--- src/rtl/projeto_pkg.sv ---
// Shared types and constants for the Horner-form polynomial evaluator.
package projeto_pkg;

  localparam int unsigned WIDTH  = 16;
  localparam int unsigned PWIDTH = 2 * WIDTH;
  localparam int unsigned SWIDTH = WIDTH + 1;

  typedef enum logic [2:0] {
    IDLE = 3'd0,
    MUL1 = 3'd1,
    ADD1 = 3'd2,
    MUL2 = 3'd3,
    ADD2 = 3'd4,
    DONE = 3'd5
  } state_e;

  // Control word from the FSM to the datapath.
  typedef struct packed {
    logic load_op;  // latch X/A/B/C and clear the overflow accumulator
    logic sel_mul;  // multiplicand: 0 = A, 1 = R
    logic sel_add;  // step result: 0 = multiplier, 1 = adder
    logic sel_c;    // adder addend: 0 = B, 1 = C
    logic load_r;   // write the step result into R
    logic load_out; // write the step result into resultado/overflow
  } ctrl_t;

endpackage

--- src/rtl/projeto_datapath.sv ---
// Operand registers, accumulator R, shared multiplier/adder and overflow tracking.
module projeto_datapath
  import projeto_pkg::*;
(
  input  logic             ck,
  input  logic             rst,
  input  ctrl_t            ctrl_i,
  input  logic [WIDTH-1:0] x_i,
  input  logic [WIDTH-1:0] a_i,
  input  logic [WIDTH-1:0] b_i,
  input  logic [WIDTH-1:0] c_i,
  output logic [WIDTH-1:0] resultado_o,
  output logic             overflow_o
);

  logic [WIDTH-1:0]  x_q, a_q, b_q, c_q, r_q, res_q;
  logic              ov_q, ovf_q;
  logic [WIDTH-1:0]  mul_a_c, addend_c, step_val_c;
  logic [PWIDTH-1:0] prod_c;
  logic [SWIDTH-1:0] sum_c;
  logic              step_ov_c;

  // Shared multiplier and adder; the control word picks which feeds the step.
  always_comb begin
    mul_a_c    = ctrl_i.sel_mul ? r_q : a_q;
    addend_c   = ctrl_i.sel_c ? c_q : b_q;
    prod_c     = PWIDTH'(mul_a_c) * PWIDTH'(x_q);
    sum_c      = SWIDTH'(r_q) + SWIDTH'(addend_c);
    step_val_c = ctrl_i.sel_add ? sum_c[WIDTH-1:0] : prod_c[WIDTH-1:0];
    step_ov_c  = ctrl_i.sel_add ? sum_c[WIDTH] : (|prod_c[PWIDTH-1:WIDTH]);
  end

  // Datapath registers; the sticky overflow folds in every step's high bits.
  always_ff @(posedge ck or posedge rst) begin
    if (rst) begin
      x_q   <= '0;
      a_q   <= '0;
      b_q   <= '0;
      c_q   <= '0;
      r_q   <= '0;
      ov_q  <= 1'b0;
      res_q <= '0;
      ovf_q <= 1'b0;
    end else begin
      if (ctrl_i.load_op) begin
        x_q  <= x_i;
        a_q  <= a_i;
        b_q  <= b_i;
        c_q  <= c_i;
        ov_q <= 1'b0;
      end
      if (ctrl_i.load_r) begin
        r_q  <= step_val_c;
        ov_q <= ov_q | step_ov_c;
      end
      if (ctrl_i.load_out) begin
        res_q <= step_val_c;
        ovf_q <= ov_q | step_ov_c;
      end
    end
  end

  assign resultado_o = res_q;
  assign overflow_o  = ovf_q;

endmodule

--- src/rtl/projeto.sv ---
// Sequential evaluator of A*X^2 + B*X + C: control FSM plus datapath.
module projeto
  import projeto_pkg::*;
(
  input  logic             ck,
  input  logic             rst,
  input  logic             inicio,
  input  logic [WIDTH-1:0] X,
  input  logic [WIDTH-1:0] A,
  input  logic [WIDTH-1:0] B,
  input  logic [WIDTH-1:0] C,
  output logic             pronto,
  output logic             overflow,
  output logic [WIDTH-1:0] resultado
);

  state_e state_q, state_d;
  ctrl_t  ctrl_c;
  logic   pronto_q;

  // State register; pronto is registered alongside so it is high exactly in DONE.
  always_ff @(posedge ck or posedge rst) begin
    if (rst) begin
      state_q  <= IDLE;
      pronto_q <= 1'b0;
    end else begin
      state_q  <= state_d;
      pronto_q <= (state_d == DONE);
    end
  end

  // Next-state and control word; inicio only matters in IDLE and DONE.
  always_comb begin
    state_d = state_q;
    ctrl_c  = '0;
    case (state_q)
      IDLE, DONE: begin
        if (inicio) begin
          ctrl_c.load_op = 1'b1;
          state_d        = MUL1;
        end
      end
      MUL1: begin
        ctrl_c.load_r = 1'b1;
        state_d       = ADD1;
      end
      ADD1: begin
        ctrl_c.sel_add = 1'b1;
        ctrl_c.load_r  = 1'b1;
        state_d        = MUL2;
      end
      MUL2: begin
        ctrl_c.sel_mul = 1'b1;
        ctrl_c.load_r  = 1'b1;
        state_d        = ADD2;
      end
      ADD2: begin
        ctrl_c.sel_add  = 1'b1;
        ctrl_c.sel_c    = 1'b1;
        ctrl_c.load_out = 1'b1;
        state_d         = DONE;
      end
      default: state_d = IDLE;
    endcase
  end

  projeto_datapath u_datapath (
    .ck          (ck),
    .rst         (rst),
    .ctrl_i      (ctrl_c),
    .x_i         (X),
    .a_i         (A),
    .b_i         (B),
    .c_i         (C),
    .resultado_o (resultado),
    .overflow_o  (overflow)
  );

  assign pronto = pronto_q;

endmodule

--- config.mk ---
export PLATFORM = sky130hd
export DESIGN_NAME = projeto
export DESIGN_NICKNAME = d
export VERILOG_FILES = /design/src/rtl/projeto_pkg.sv /design/src/rtl/projeto_datapath.sv /design/src/rtl/projeto.sv
export SDC_FILE = /design/constraint.sdc
export NUM_CORES = 1
export LEC_CHECK = 0
export ABC_AREA = 0
export CAP_MARGIN = 20
export CELL_PAD_IN_SITES_DETAIL_PLACEMENT = 1
export CELL_PAD_IN_SITES_GLOBAL_PLACEMENT = 2
export CORE_MARGIN = 2
export CORE_UTILIZATION = 40
export DETAILED_ROUTE_END_ITERATION = 16
export PLACE_DENSITY = 0.88
export SLEW_MARGIN = 5
export SYNTH_ARGS = -nofsm -noshare
export SYNTH_HDL_FRONTEND = slang
export SYNTH_SLANG_ARGS = --single-unit
--- constraint.sdc ---
create_clock -name ck -period 10.25 [get_ports ck]
set_clock_uncertainty 0.15 [all_clocks]
set_input_delay 2.5625 -clock ck [delete_from_list [all_inputs] [get_ports ck]]
set_output_delay 2.5625 -clock ck [all_outputs]
set_load 0.03 [all_outputs]
# Yosys cells after proc, flatten, opt, wreduce, memory -nomap -nowiden
# Index checks and enable logic that the tools add are counted.
[classes]
add_sub_neg = 1
mul = 1
n_div = 0
n_lt_le_gt_ge = 0
n_eq_ne = 6
shift = 0
mux = 14
n_bitwise = 1
reduce_logical = 6
[op_table]
columns = ["operator", "n"]
rows = [
  ["$mux W16", 3],
  ["$mul A16 B16 Y32", 1],
  ["$add A16 B16 Y17", 1],
  ["$reduce_or A16 Y1", 1],
  ["$pmux W3 S5", 1],
  ["$eq A3 B3 Y1 const B", 3],
  ["$mux W1", 9],
  ["$eq A3 B2 Y1 const B", 2],
  ["$reduce_or A2 Y1", 2],
  ["$eq A3 B1 Y1 const B", 1],
  ["$logic_not A3 Y1", 1],
  ["$mux W3", 1],
  ["$reduce_or A3 Y1", 1],
  ["$reduce_bool A2 Y1", 1],
  ["$or A1 B1 Y1", 1],
]
[word_totals]
reg_bits = 102
latch_bits = 0
ram_bits = 0
romBits = 0
in_bits = 67
output_inout_bits = 18
word_cells = 39
n_memories = 0

# Depth between registers and ports, before layout
# Gate-level depths: netlist (run 1).
[logic_depth]
ltp_word = 8
ltp_mapped = 31
depth_no_buf = 28

# By module
# A second synthesis (run 1) with hierarchy kept.
[unflattened]
cells_unflattened = 1431
hier_area_um2 = 13680.6
[by_module_without_submodules]
columns = ["mod", "instances", "cells_each", "area_per_inst_um2", "seq_area_each_um2"]
rows = [
  ["projeto_datapath", 1, 1409, 13476.7, 2452.4],
  ["projeto", 1, 22, 203.9, 100.1],
]

# Worst setup path before layout (run 1)
# OpenSTA, ideal clock, no wires.
[synth_timing]
kind = "register to register"
startpoint = "reg state_q[1]"
endpoint = "reg u_datapath.ov_q"
setup_ps = 132
t_arrival_ps = 7261
t_required_ps = 9968
slack_ps = 2707
path_stages_with_launch = 29
path_buffers = 4
synth_period_minus_slack_ps = 7543
path_cell_list = "dfrtp_1 buf_2 nand2b_1 a21oi_1 nor2_2 nand2_1 buf_4 mux2_2 buf_2 and2_1 fa_1 inv_1 fa_1 fa_1 fa_1 fa_1 fa_1 inv_1 ha_1 buf_6 a21o_1 a221oi_2 o21ai_1 a21o_1 or4_1 a21oi_1 nand4b_1 and4b_1 a31oi_1"
[synth_via]
elab_chain_cells = 8
elab_cells_between_ends = 23
cone_classes = "add/sub (1); mul (1); eq/ne (5); mux (9); bitwise (1); reduce/logical (6)"
[synth_rtl]
columns = ["item", "line", "rtl"]
rows = [
  ["from (decl)", "projeto.sv:17", "state_e state_q, state_d;"],
  ["from (signal assigned)", "projeto.sv:27", "state_q <= state_d;"],
  ["$eq A3 B2 Y1", "projeto.sv:36", "case (state_q)"],
  ["$mux W1", "projeto.sv:36", ""],
  ["$mux W16", "projeto_datapath.sv:25", "mul_a_c = ctrl_i.sel_mul ? r_q : a_q;"],
  ["$mul A16 B16 Y32", "projeto_datapath.sv:27", "prod_c = PWIDTH'(mul_a_c) * PWIDTH'(x_q);"],
  ["$reduce_or A16 Y1", "projeto_datapath.sv:30", "step_ov_c = ctrl_i.sel_add ? sum_c[WIDTH] : (|prod_c[PWIDTH-1:WIDTH]);"],
  ["$mux W1", "projeto_datapath.sv:30", ""],
  ["$or A1 B1 Y1", "projeto_datapath.sv:54", "ov_q <= ov_q | step_ov_c;"],
  ["$mux W1", "projeto_datapath.sv:52", "if (ctrl_i.load_r) begin"],
  ["to (signal assigned)", "projeto_datapath.sv:54", ""],
  ["to (decl)", "projeto_datapath.sv:17", "logic ov_q, ovf_q;"],
]
# Several ways; a longest one is shown, not always the timed one.
# A chain may end at the register's enable or synchronous reset.

# Final worst setup path (run 1)
# Ends and elaborated chain as after synthesis.

==> impl_metrics.env, run 1 <==
export IMPL_drc=0
export IMPL_synth_edf_count=0
export IMPL_cts_hold_buf=0
export IMPL_multi_input_area_mm2=0.0101
export IMPL_path_max_fanout=23
export IMPL_start_util_pct=40.9
export IMPL_setup_viol_count_final=0
export IMPL_clk_path_buf_depth=2
export IMPL_die_y_um=190
export IMPL_setup_tns_ns=0
export IMPL_grt_use_met1_pct=30.2
export IMPL_status="completed"
export IMPL_period_needed_ns=8.70
export IMPL_die_area_mm2=0.0360
export IMPL_ys_warn_count=0
export IMPL_slew_headroom_pct=22.4
export IMPL_crit_path_end_kind="register"
export IMPL_via_per_inst=5.21
export IMPL_yosys_area_top_type="fa_1"
export IMPL_cts_buffers=9
export IMPL_fin_nets=1893
export IMPL_pin_count=85
export IMPL_vias=10230
export IMPL_synth_area_mm2=0.0138
export IMPL_fp_row_count=67
export IMPL_fp_dieW_um=190
export IMPL_htree_levels=3
export IMPL_min_period_over_period_pct=84.9
export IMPL_cts_resized_gates=0
export IMPL_gr_total_overflow=0
export IMPL_synth_top_area_share_pct=28.3
export IMPL_io_buffers=84
export IMPL_fmax_mhz=115
export IMPL_rsz0062_at_grt="false"
export IMPL_cts_sinks=102
export IMPL_cap_viol_max_count=0
export IMPL_path_clk_slew_ns=0.08
export IMPL_gr_usage_met2_pct=38.9
export IMPL_ant_nets=0
export IMPL_yosys_cell_types_count=71
export IMPL_grt_max_degree=68
export IMPL_grtUsageTotal_pct=22.1
export IMPL_clock_latency_ns=0.37
export IMPL_n_fill_cell=3847
export IMPL_syn_inst=1467
export IMPL_synth_area_leaders="fa_1 28%, dfrtp_1 19%, ha_1 11%"
export IMPL_postCtsSetupRepairBufs=0
export IMPL_hold_viol=0
export IMPL_wl_per_cell_um=19.0
export IMPL_timing_hold_ws_ns=0.344
export IMPL_synth_nets=1849
export IMPL_coreArea_mm2=0.0337
export IMPL_synthToLayoutAreaGrowth_pct=10.9
export IMPL_startpoint_type="register"
export IMPL_gp_congestion=0.876
export IMPL_ys_async_sr_fraction_pct=100
export IMPL_totalWireLength_mm=37.4
export IMPL_tightest_slew_ns=1.16
export IMPL_gr_usage_met3_pct=2.27
export IMPL_syn_avg_cell_area_um2=9.40
export IMPL_critPathKind="reg -> reg"
export IMPL_min_path_type="reg -> reg"
export IMPL_drtIter0Drc=481
export IMPL_ys_seq_area_share_pct=18.5
export IMPL_worst_ep_required_time_ns=10.35
export IMPL_cts_root_buf="clkbuf_16"
export IMPL_maxSlewViolCount=0
export IMPL_first_pass_iters=4
export IMPL_crit_arrival_ns=8.80
export IMPL_top_usage_layer="met2"
export IMPL_diodes=0
export IMPL_ys_seq_elements=102
export IMPL_cts_tree="built"
export IMPL_first_global_vias=11507
export IMPL_synth_ff_type="dfrtp_1"
export IMPL_grt_pass1_wl_mm=62.3
export IMPL_hpwl_mm=30.3
export IMPL_regArea_mm2=0.00255
export IMPL_drive_gt1_share_pct=8.51
export IMPL_grt_antenna_before_repair=0
==> through the flow <==
stage	std cells	setup WS [ns]	util [%]	instance area, µm²
after global routing	1964	1.07	45.4	15300
after global placement	1948	1.79	44.5	15000
final	1964	1.55	45.4	15300
after floorplan	1467	2.71	-	13800
after detailed placement	1948	1.63	44.5	15000
after CTS	1964	1.59	45.4	15300
==> metal layers <==
layer  vias up  wire length (µm)
met5         -                 0
met4         0               278
met3        15               641
met2        86             18800
met1      5383             17700
li1       4746                 -
==> final timing paths <==
kind	startpoint	endpoint	slack [ns]	depth (start not counted)
worst min register to register	u_datapath.resultado_o[6]	u_datapath.resultado_o[6]	0.34	2
worst min-delay path	u_datapath.resultado_o[6]	u_datapath.resultado_o[6]	0.34	2
max in group asynchronous	rst	u_datapath.a_q[1]	6.28	3
worst max register to register	state_q[1]	u_datapath.ov_q	1.55	27
min in group asynchronous	rst	u_datapath.b_q[8]	2.41	2
worst max-delay path	state_q[1]	u_datapath.ov_q	1.55	27
==> layout by cell type, fill, tap and decap left out, types with 3 or more instances in the layout <==
cell               n
a21oi_1           41
a21o_1            16
o21bai_1          10
clkbuf_16          9
nor2b_1           14
nand2_1          241
clkdlybuf4s50_1   84
nand2b_1           9
o211a_1            4
o31ai_1            6
xor2_1            12
nor2_1            34
and3_1             7
fa_1             195
or3_1              3
a211oi_1           9
ha_1             120
o21ai_0           37
mux2i_1            7
nand3_1           12
xnor2_1           19
dfrtp_1          102
inv_1            232
mux2_2            81
nand4_1            4
a31oi_1            6
buf_4              8
nor3_1             8
and2_1           118
==> flip-flops by register name, summed over array words and instances (netlist names) <==
register	flops
u_datapath.a_q	16
u_datapath.b_q	16
u_datapath.c_q	16
u_datapath.r_q	16
u_datapath.resultado_o	16
u_datapath.x_q	16
state_q	3
pronto	1
u_datapath.ov_q	1
u_datapath.overflow_o	1
==> cells in the mapped netlist (19+ instances only) <==
cell type  count
mux2_2        81
fa_1         195
inv_1        233
and2_1       118
dfrtp_1      102
xnor2_1       19
clkbuf_1      38
nand2_1      241
a21oi_1       42
o21ai_0       37
ha_1         120
nor2_1        35
==> kinds of logic after synthesis <==
group,after synthesis,share of synthesized area [%]
flip-flops,102,18.5
XOR/XNOR,31,1.97
adder cells (fa/ha/maj),315,39.2
AO/OA/AOI/OAI,173,8.79
buffers and inverters,292,8.30
AND/OR/NAND/NOR,466,16.1
multiplexers,88,7.13
==> final cells by class <==
class | instances | area share, %
clock inverter | 7 | 0.434
timing repair buffer | 92 | 5.89
clock buffer | 9 | 1.47
inverter | 233 | 5.74
multi-input combinational | 1073 | 66.1
tap | 448 | 3.67
sequential | 102 | 16.7
==> critical path, stage by stage (launching register included) <==
cell       delay (ns)
dfrtp_1          0.52
nand2b_1         0.28
a21oi_2          0.08
buf_4            0.23
nor2_2           0.26
nand2_1          0.51
mux2_2           0.65
and2_1           0.26
fa_1             0.54
inv_1            0.06
fa_1             0.53
inv_1            0.05
fa_1             0.52
fa_1             0.46
fa_1             0.52
inv_1            0.06
fa_1             0.47
inv_1            0.05
ha_1             0.37
and3_1           0.21
and3_1           0.20
a2bb2oi_1        0.27
a211oi_1         0.19
or4_1            0.50
a21oi_1          0.14
nand4b_1         0.12
and4b_1          0.26
a31oi_1          0.07
Power of run 1 is left out: the tool's default activity adds up to more than one toggle a clock period on the data nets, which glitch-free logic cannot reach.
==> inputs of run 2 (changes only) <==
==> constraint.sdc (replaced) <==
create_clock -name ck -period 8.6 [get_ports ck]
set_clock_uncertainty 0.15 [all_clocks]
set_input_delay 2.15 -clock ck [delete_from_list [all_inputs] [get_ports ck]]
set_output_delay 2.15 -clock ck [all_outputs]
set_load 0.03 [all_outputs]
==> run 2 against run 1 <==
  * Worst hold slack worse by 0.010 ns
  * Count of clock-buffer cells in the layout grew 1
  * Routed wire length fell by 0.81%
  * Sequential share of layout area barely moved
  * First-iteration DRC count is 7.5% higher
  * Cell count rose by 0.10%
  * Critical endpoint unchanged
==> impl_metrics.env, run 2 (synthesis results as in run 1) <==
export IMPL_hpwl_mm=29.9
export IMPL_postCtsSetupRepairBufs=0
export IMPL_r2r_start="state_q[1]"
export IMPL_fp_dieW_um=190
export IMPL_vias=10319
export IMPL_crit_path_end_kind="register"
export IMPL_mostFrequentLayoutCells="241 x nand2_1, 232 x inv_1, 195 x fa_1"
export IMPL_grt_max_degree=57
export IMPL_path_clk_slew_ns=0.08
export IMPL_clock_latency_ns=0.36
export IMPL_hold_viol=0
export IMPL_cp_slowest_cell="mux2_2"
export IMPL_diodes=0
export IMPL_r2r_worst_path_cells=24
export IMPL_crit_family="adder cells"
export IMPL_start_util_pct=40.9
export IMPL_fin_util_pct=45.4
export IMPL_fp_row_count=67
export IMPL_crit_arrival_ns=8.23
export IMPL_cp_depth=24
export IMPL_pin_count=85
export IMPL_n_fill_cell=3868
export IMPL_fin_nets=1895
export IMPL_timing_hold_ws_ns=0.334
export IMPL_drtIter0Drc=517
export IMPL_crit_chain="nand2b_1, a21oi_2, nor2_2, nand2_1, buf_4, mux2_2, and2_1, fa_1, inv_1, fa_1, fa_1, fa_1, inv_1, fa_1, fa_1, ha_1, a21oi_1, o21ai_0, or3_1, o211ai_2, a21oi_1, a221o_1, o31a_1, a31oi_1"
export IMPL_slew_headroom_pct=30.0
export IMPL_reg2reg_to="u_datapath.ov_q"
export IMPL_via_per_inst=5.25
export IMPL_drc=0
export IMPL_clk_path_buf_depth=2
export IMPL_worst_ep_required_time_ns=8.74
export IMPL_drive_gt1_share_pct=8.56
export IMPL_endpoint="u_datapath.ov_q"
export IMPL_grtUsageTotal_pct=21.8
export IMPL_htree_levels=3
export IMPL_worstPathBufferInverterCount=3
export IMPL_cp_common_cell="fa_1"
export IMPL_setup_viol_count_final=0
export IMPL_cts_root_buf="clkbuf_16"
export IMPL_period_needed_ns=8.09
export IMPL_totalWireLength_mm=37.1
export IMPL_worstHoldStart="u_datapath.resultado_o[8]"
export IMPL_cts_sinks=102
export IMPL_gr_total_overflow=0
export IMPL_fin_cells=1966
export IMPL_maxSlewViolCount=0
export IMPL_cts_hold_buf=0
export IMPL_setup_tns_ns=0
export IMPL_first_pass_iters=5
export IMPL_die_y_um=190
export IMPL_setup_worst_path_start="state_q[1]"
export IMPL_critPathKind="reg -> reg"
export IMPL_grt_pass1_wl_mm=61.8
export IMPL_min_period_over_period_pct=94.1
export IMPL_cts_buffers=9
export IMPL_startpoint_type="register"
export IMPL_numPlacedInstances=1950
export IMPL_final_common_cell="nand2_1"
export IMPL_critical_path_max_stage_delay_ns=0.59
export IMPL_rsz0062_at_grt="false"
export IMPL_status="completed"
export IMPL_cap_viol_max_count=0
export IMPL_ff2ff_setup_slack_ns=0.51
export IMPL_synthToLayoutAreaGrowth_pct=11.0
export IMPL_fmax_mhz=124
export IMPL_first_global_vias=11596
export IMPL_die_area_mm2=0.0360
export IMPL_cts_tree="built"
export IMPL_tightest_slew_ns=1.05
export IMPL_ant_nets=0
export IMPL_io_buffers=84
export IMPL_gp_congestion=0.830
export IMPL_cts_resized_gates=0
export IMPL_grt_antenna_before_repair=2
export IMPL_path_max_fanout=16
export IMPL_wl_per_cell_um=18.9
export IMPL_min_path_type="reg -> reg"
export IMPL_coreArea_mm2=0.0337
==> run 2: area by class of cell <==
cell class | instances | area (µm²) | share of cell area [%]
Multi-Input combinational cell | 1073 | 10100 | 66.1
Sequential cell | 102 | 2550 | 16.7
Timing Repair Buffer | 94 | 916 | 5.99
Inverter | 233 | 877 | 5.73
Tap cell | 448 | 561 | 3.66
Clock buffer | 10 | 229 | 1.50
Clock inverter | 6 | 57.6 | 0.376
==> run 2: layer usage <==
metal	global-route usage, %	vias to the layer above	share of wire, %
met1	30.3	5359	47
met5	0	-	0
met3	2.21	33	2.8
li1	-	4752	-
met2	37.0	175	49
met4	4.98	0	1.8
==> run 2: how the worst min path moves through the flow <==
stage                                       endpoint  slack, ns  depth (start not counted)
after global placement     u_datapath.resultado_o[6]       0.32                          2
after CTS                  u_datapath.resultado_o[8]       0.34                          2
after floorplan                           state_q[1]       0.31                          1
after detailed placement  u_datapath.resultado_o[13]       0.32                          2
after global routing       u_datapath.resultado_o[7]       0.37                          2
final                      u_datapath.resultado_o[8]       0.33                          2
==> run 2: metrics by stage <==
stage	setup slack (ns)	area (µm²)
after floorplan	1.06	13800
final	0.510	15300
after detailed placement	0.595	15000
after CTS	0.526	15300
after global placement	0.695	15000
after global routing	0.115	15300
==> run 2: worst reg2reg max path, stage by stage (launching register included) <==
cell and delay (ns):
dfrtp_1 0.48, nand2b_1 0.27, a21oi_2 0.20, nor2_2 0.10
nand2_1 0.08, buf_4 0.26, mux2_2 0.60, and2_1 0.28
fa_1 0.53, inv_1 0.05, fa_1 0.46, fa_1 0.50
fa_1 0.59, inv_1 0.07, fa_1 0.51, fa_1 0.44
ha_1 0.40, a21oi_1 0.25, o21ai_0 0.19, or3_1 0.37
o211ai_2 0.29, a21oi_1 0.18, a221o_1 0.38, o31a_1 0.27
a31oi_1 0.13
Power of run 2 is left out for the same reason.
==> inputs of run 3 (changes only) <==
--- a/config.mk
+++ b/config.mk
@@ -9,6 +9,7 @@
 export CAP_MARGIN = 20
 export CELL_PAD_IN_SITES_DETAIL_PLACEMENT = 1
 export CELL_PAD_IN_SITES_GLOBAL_PLACEMENT = 2
+export CORE_ASPECT_RATIO = 0.9
 export CORE_MARGIN = 2
 export CORE_UTILIZATION = 40
 export DETAILED_ROUTE_END_ITERATION = 16
==> run 3 against run 2 <==
  * Routed wire length is 1.6% higher
  * Die area hardly changed
  * Maximum frequency is 2.3% higher
  * Highest routed layer unchanged
  * Cell count is 0.92% higher
  * Cell area is 0.38% higher
  * Sequential share of layout area is 0.063 points lower
  * First-iteration DRC count is 7.0% lower
  * Critical path type unchanged
  * Setup slack better by 0.18 ns
  * Core utilization is 0.17 points lower
  * Critical path depth is 2 higher
  * Via count hardly changed
==> impl_metrics.env, run 3 (synthesis results as in run 1) <==
export IMPL_tightest_slew_ns=0.968
export IMPL_crit_family="adder cells"
export IMPL_place_area_mm2=0.0150
export IMPL_ff2ff_setup_slack_ns=0.69
export IMPL_clock_latency_ns=0.36
export IMPL_setup_viol_count_final=0
export IMPL_synthToLayoutAreaGrowth_pct=11.4
export IMPL_start_util_pct=40.6
export IMPL_cts_sinks=102
export IMPL_final_common_cell="nand2_1"
export IMPL_cts_hold_buf=0
export IMPL_wl_per_cell_um=19.0
export IMPL_pin_count=85
export IMPL_timing_hold_ws_ns=0.323
export IMPL_gr_total_overflow=0
export IMPL_drc=0
export IMPL_grt_antenna_before_repair=0
export IMPL_worstPathBufferInverterCount=4
export IMPL_via_per_inst=5.20
export IMPL_pre_cts_slack_ns=0.492
export IMPL_vias=10324
export IMPL_fin_nets=1899
export IMPL_die_area_mm2=0.0360
export IMPL_totalWireLength_mm=37.7
export IMPL_regArea_mm2=0.00255
export IMPL_mostFrequentLayoutCells="240 x nand2_1, 232 x inv_1, 195 x fa_1"
export IMPL_slew_headroom_pct=35.5
export IMPL_top_layer="met4"
export IMPL_hpwl_mm=30.7
export IMPL_setup_slack_ns=0.690
export IMPL_maxSlewViolCount=0
export IMPL_cts_root_buf="clkbuf_16"
export IMPL_grt_pass1_wl_mm=61.9
export IMPL_rsz0062_at_grt="false"
export IMPL_period_needed_ns=7.91
export IMPL_cap_viol_max_count=0
export IMPL_gp_congestion=0.880
export IMPL_path_max_fanout=12
export IMPL_die_y_um=180
export IMPL_crit_arrival_ns=8.05
export IMPL_startpoint_type="register"
export IMPL_io_buffers=84
export IMPL_fmax_mhz=126
export IMPL_coreArea_mm2=0.0340
export IMPL_critPathKind="reg -> reg"
export IMPL_min_period_over_period_pct=92.0
export IMPL_setup_tns_ns=0
export IMPL_worst_ep_required_time_ns=8.74
export IMPL_cts_tree="built"
export IMPL_crit_path_end_kind="register"
export IMPL_drive_gt1_share_pct=8.87
export IMPL_first_global_vias=11596
export IMPL_htree_levels=3
export IMPL_met3_length_um=762
export IMPL_drt_met1_wl_mm=17.2
export IMPL_status="completed"
export IMPL_grt_max_degree=81
export IMPL_drtIter0Drc=481
export IMPL_cts_buffers=9
export IMPL_first_pass_iters=4
export IMPL_cp_common_cell="fa_1"
export IMPL_ant_nets=0
export IMPL_path_clk_slew_ns=0.07
export IMPL_clk_path_buf_depth=2
export IMPL_postCtsSetupRepairBufs=0
export IMPL_fp_row_count=64
export IMPL_diodes=0
export IMPL_min_path_type="reg -> reg"
export IMPL_grtUsageTotal_pct=22.0
export IMPL_cts_resized_gates=0
export IMPL_cp_slowest_cell="fa_1"
export IMPL_critical_path_max_stage_delay_ns=0.54
export IMPL_postLayoutCellArea_mm2=0.0154
export IMPL_hold_viol=0
export IMPL_multi_input_area_mm2=0.0101
export IMPL_n_fill_cell=3901
export IMPL_wl_met2_mm=19.1
export IMPL_fp_dieW_um=200
run 3: changes by cell type in the layout (fill, tap and decap cells not counted):
| cell | before | now |
|---|---|---|
| inv_8 | 2 | 0 |
| clkinv_4 | 1 | 2 |
| buf_16 | 0 | 1 |
| inv_6 | 3 | 2 |
| nand2_1 | 241 | 240 |
| clkinv_2 | 0 | 2 |
| nand2_2 | 0 | 1 |
| buf_4 | 10 | 13 |
run 3: per-layer routing:
metal / vias to the layer above / GRT usage (%)
li1: 4763 / -
met1: 5396 / 29.7
met2: 130 / 38.1
met3: 35 / 2.11
met4: 0 / 4.56
met5: - / 0
run 3: metrics by stage:
stage	cells	util (%)
2_1_floorplan	1467	-
3_3_place_gp	1967	44.3
3_5_place_dp	1967	44.3
4_1_cts	1983	45.1
5_1_grt	1984	45.2
6_report	1984	45.2
run 3: worst paths after layout:
| check | startpoint | cells after the start | end |
|---|---|---|---|
| worst max-delay path | state_q[1] | 26 | u_datapath.ov_q |
| worst min-delay path | u_datapath.resultado_o[1] | 2 | u_datapath.resultado_o[1] |
| worst max register to register | state_q[1] | 26 | u_datapath.ov_q |
| worst min register to register | u_datapath.resultado_o[1] | 2 | u_datapath.resultado_o[1] |
| max in group asynchronous | rst | 4 | u_datapath.x_q[1] |
| min in group asynchronous | rst | 2 | u_datapath.b_q[14] |
run 3: layout make-up:
class	instances	share of cell area [%]
clock buffers	10	1.49
clock inverters	6	0.293
inverters	233	5.71
multi-input cells	1073	65.8
flip-flops and latches	102	16.6
well taps	462	3.76
repair buffers	98	6.29
run 3: worst reg2reg max path, cell delays in order (launching register included):
cell and delay, ns:
dfrtp_1 0.48, nand2b_1 0.28, a21oi_2 0.19, nor2_2 0.06, nand2_2 0.30, buf_4 0.24, mux2_2 0.42, buf_4 0.21
and2_1 0.19, fa_1 0.49, inv_1 0.06, fa_1 0.39, fa_1 0.46, fa_1 0.49, inv_1 0.05, fa_1 0.54
fa_1 0.42, ha_1 0.45, nand3_1 0.22, nor4_1 0.21, or2_1 0.33, a2111oi_4 0.15, o41ai_1 0.46, o311ai_0 0.23
o31ai_1 0.11, nor4b_1 0.09, a31oi_1 0.16
Power of run 3 is left out for the same reason.
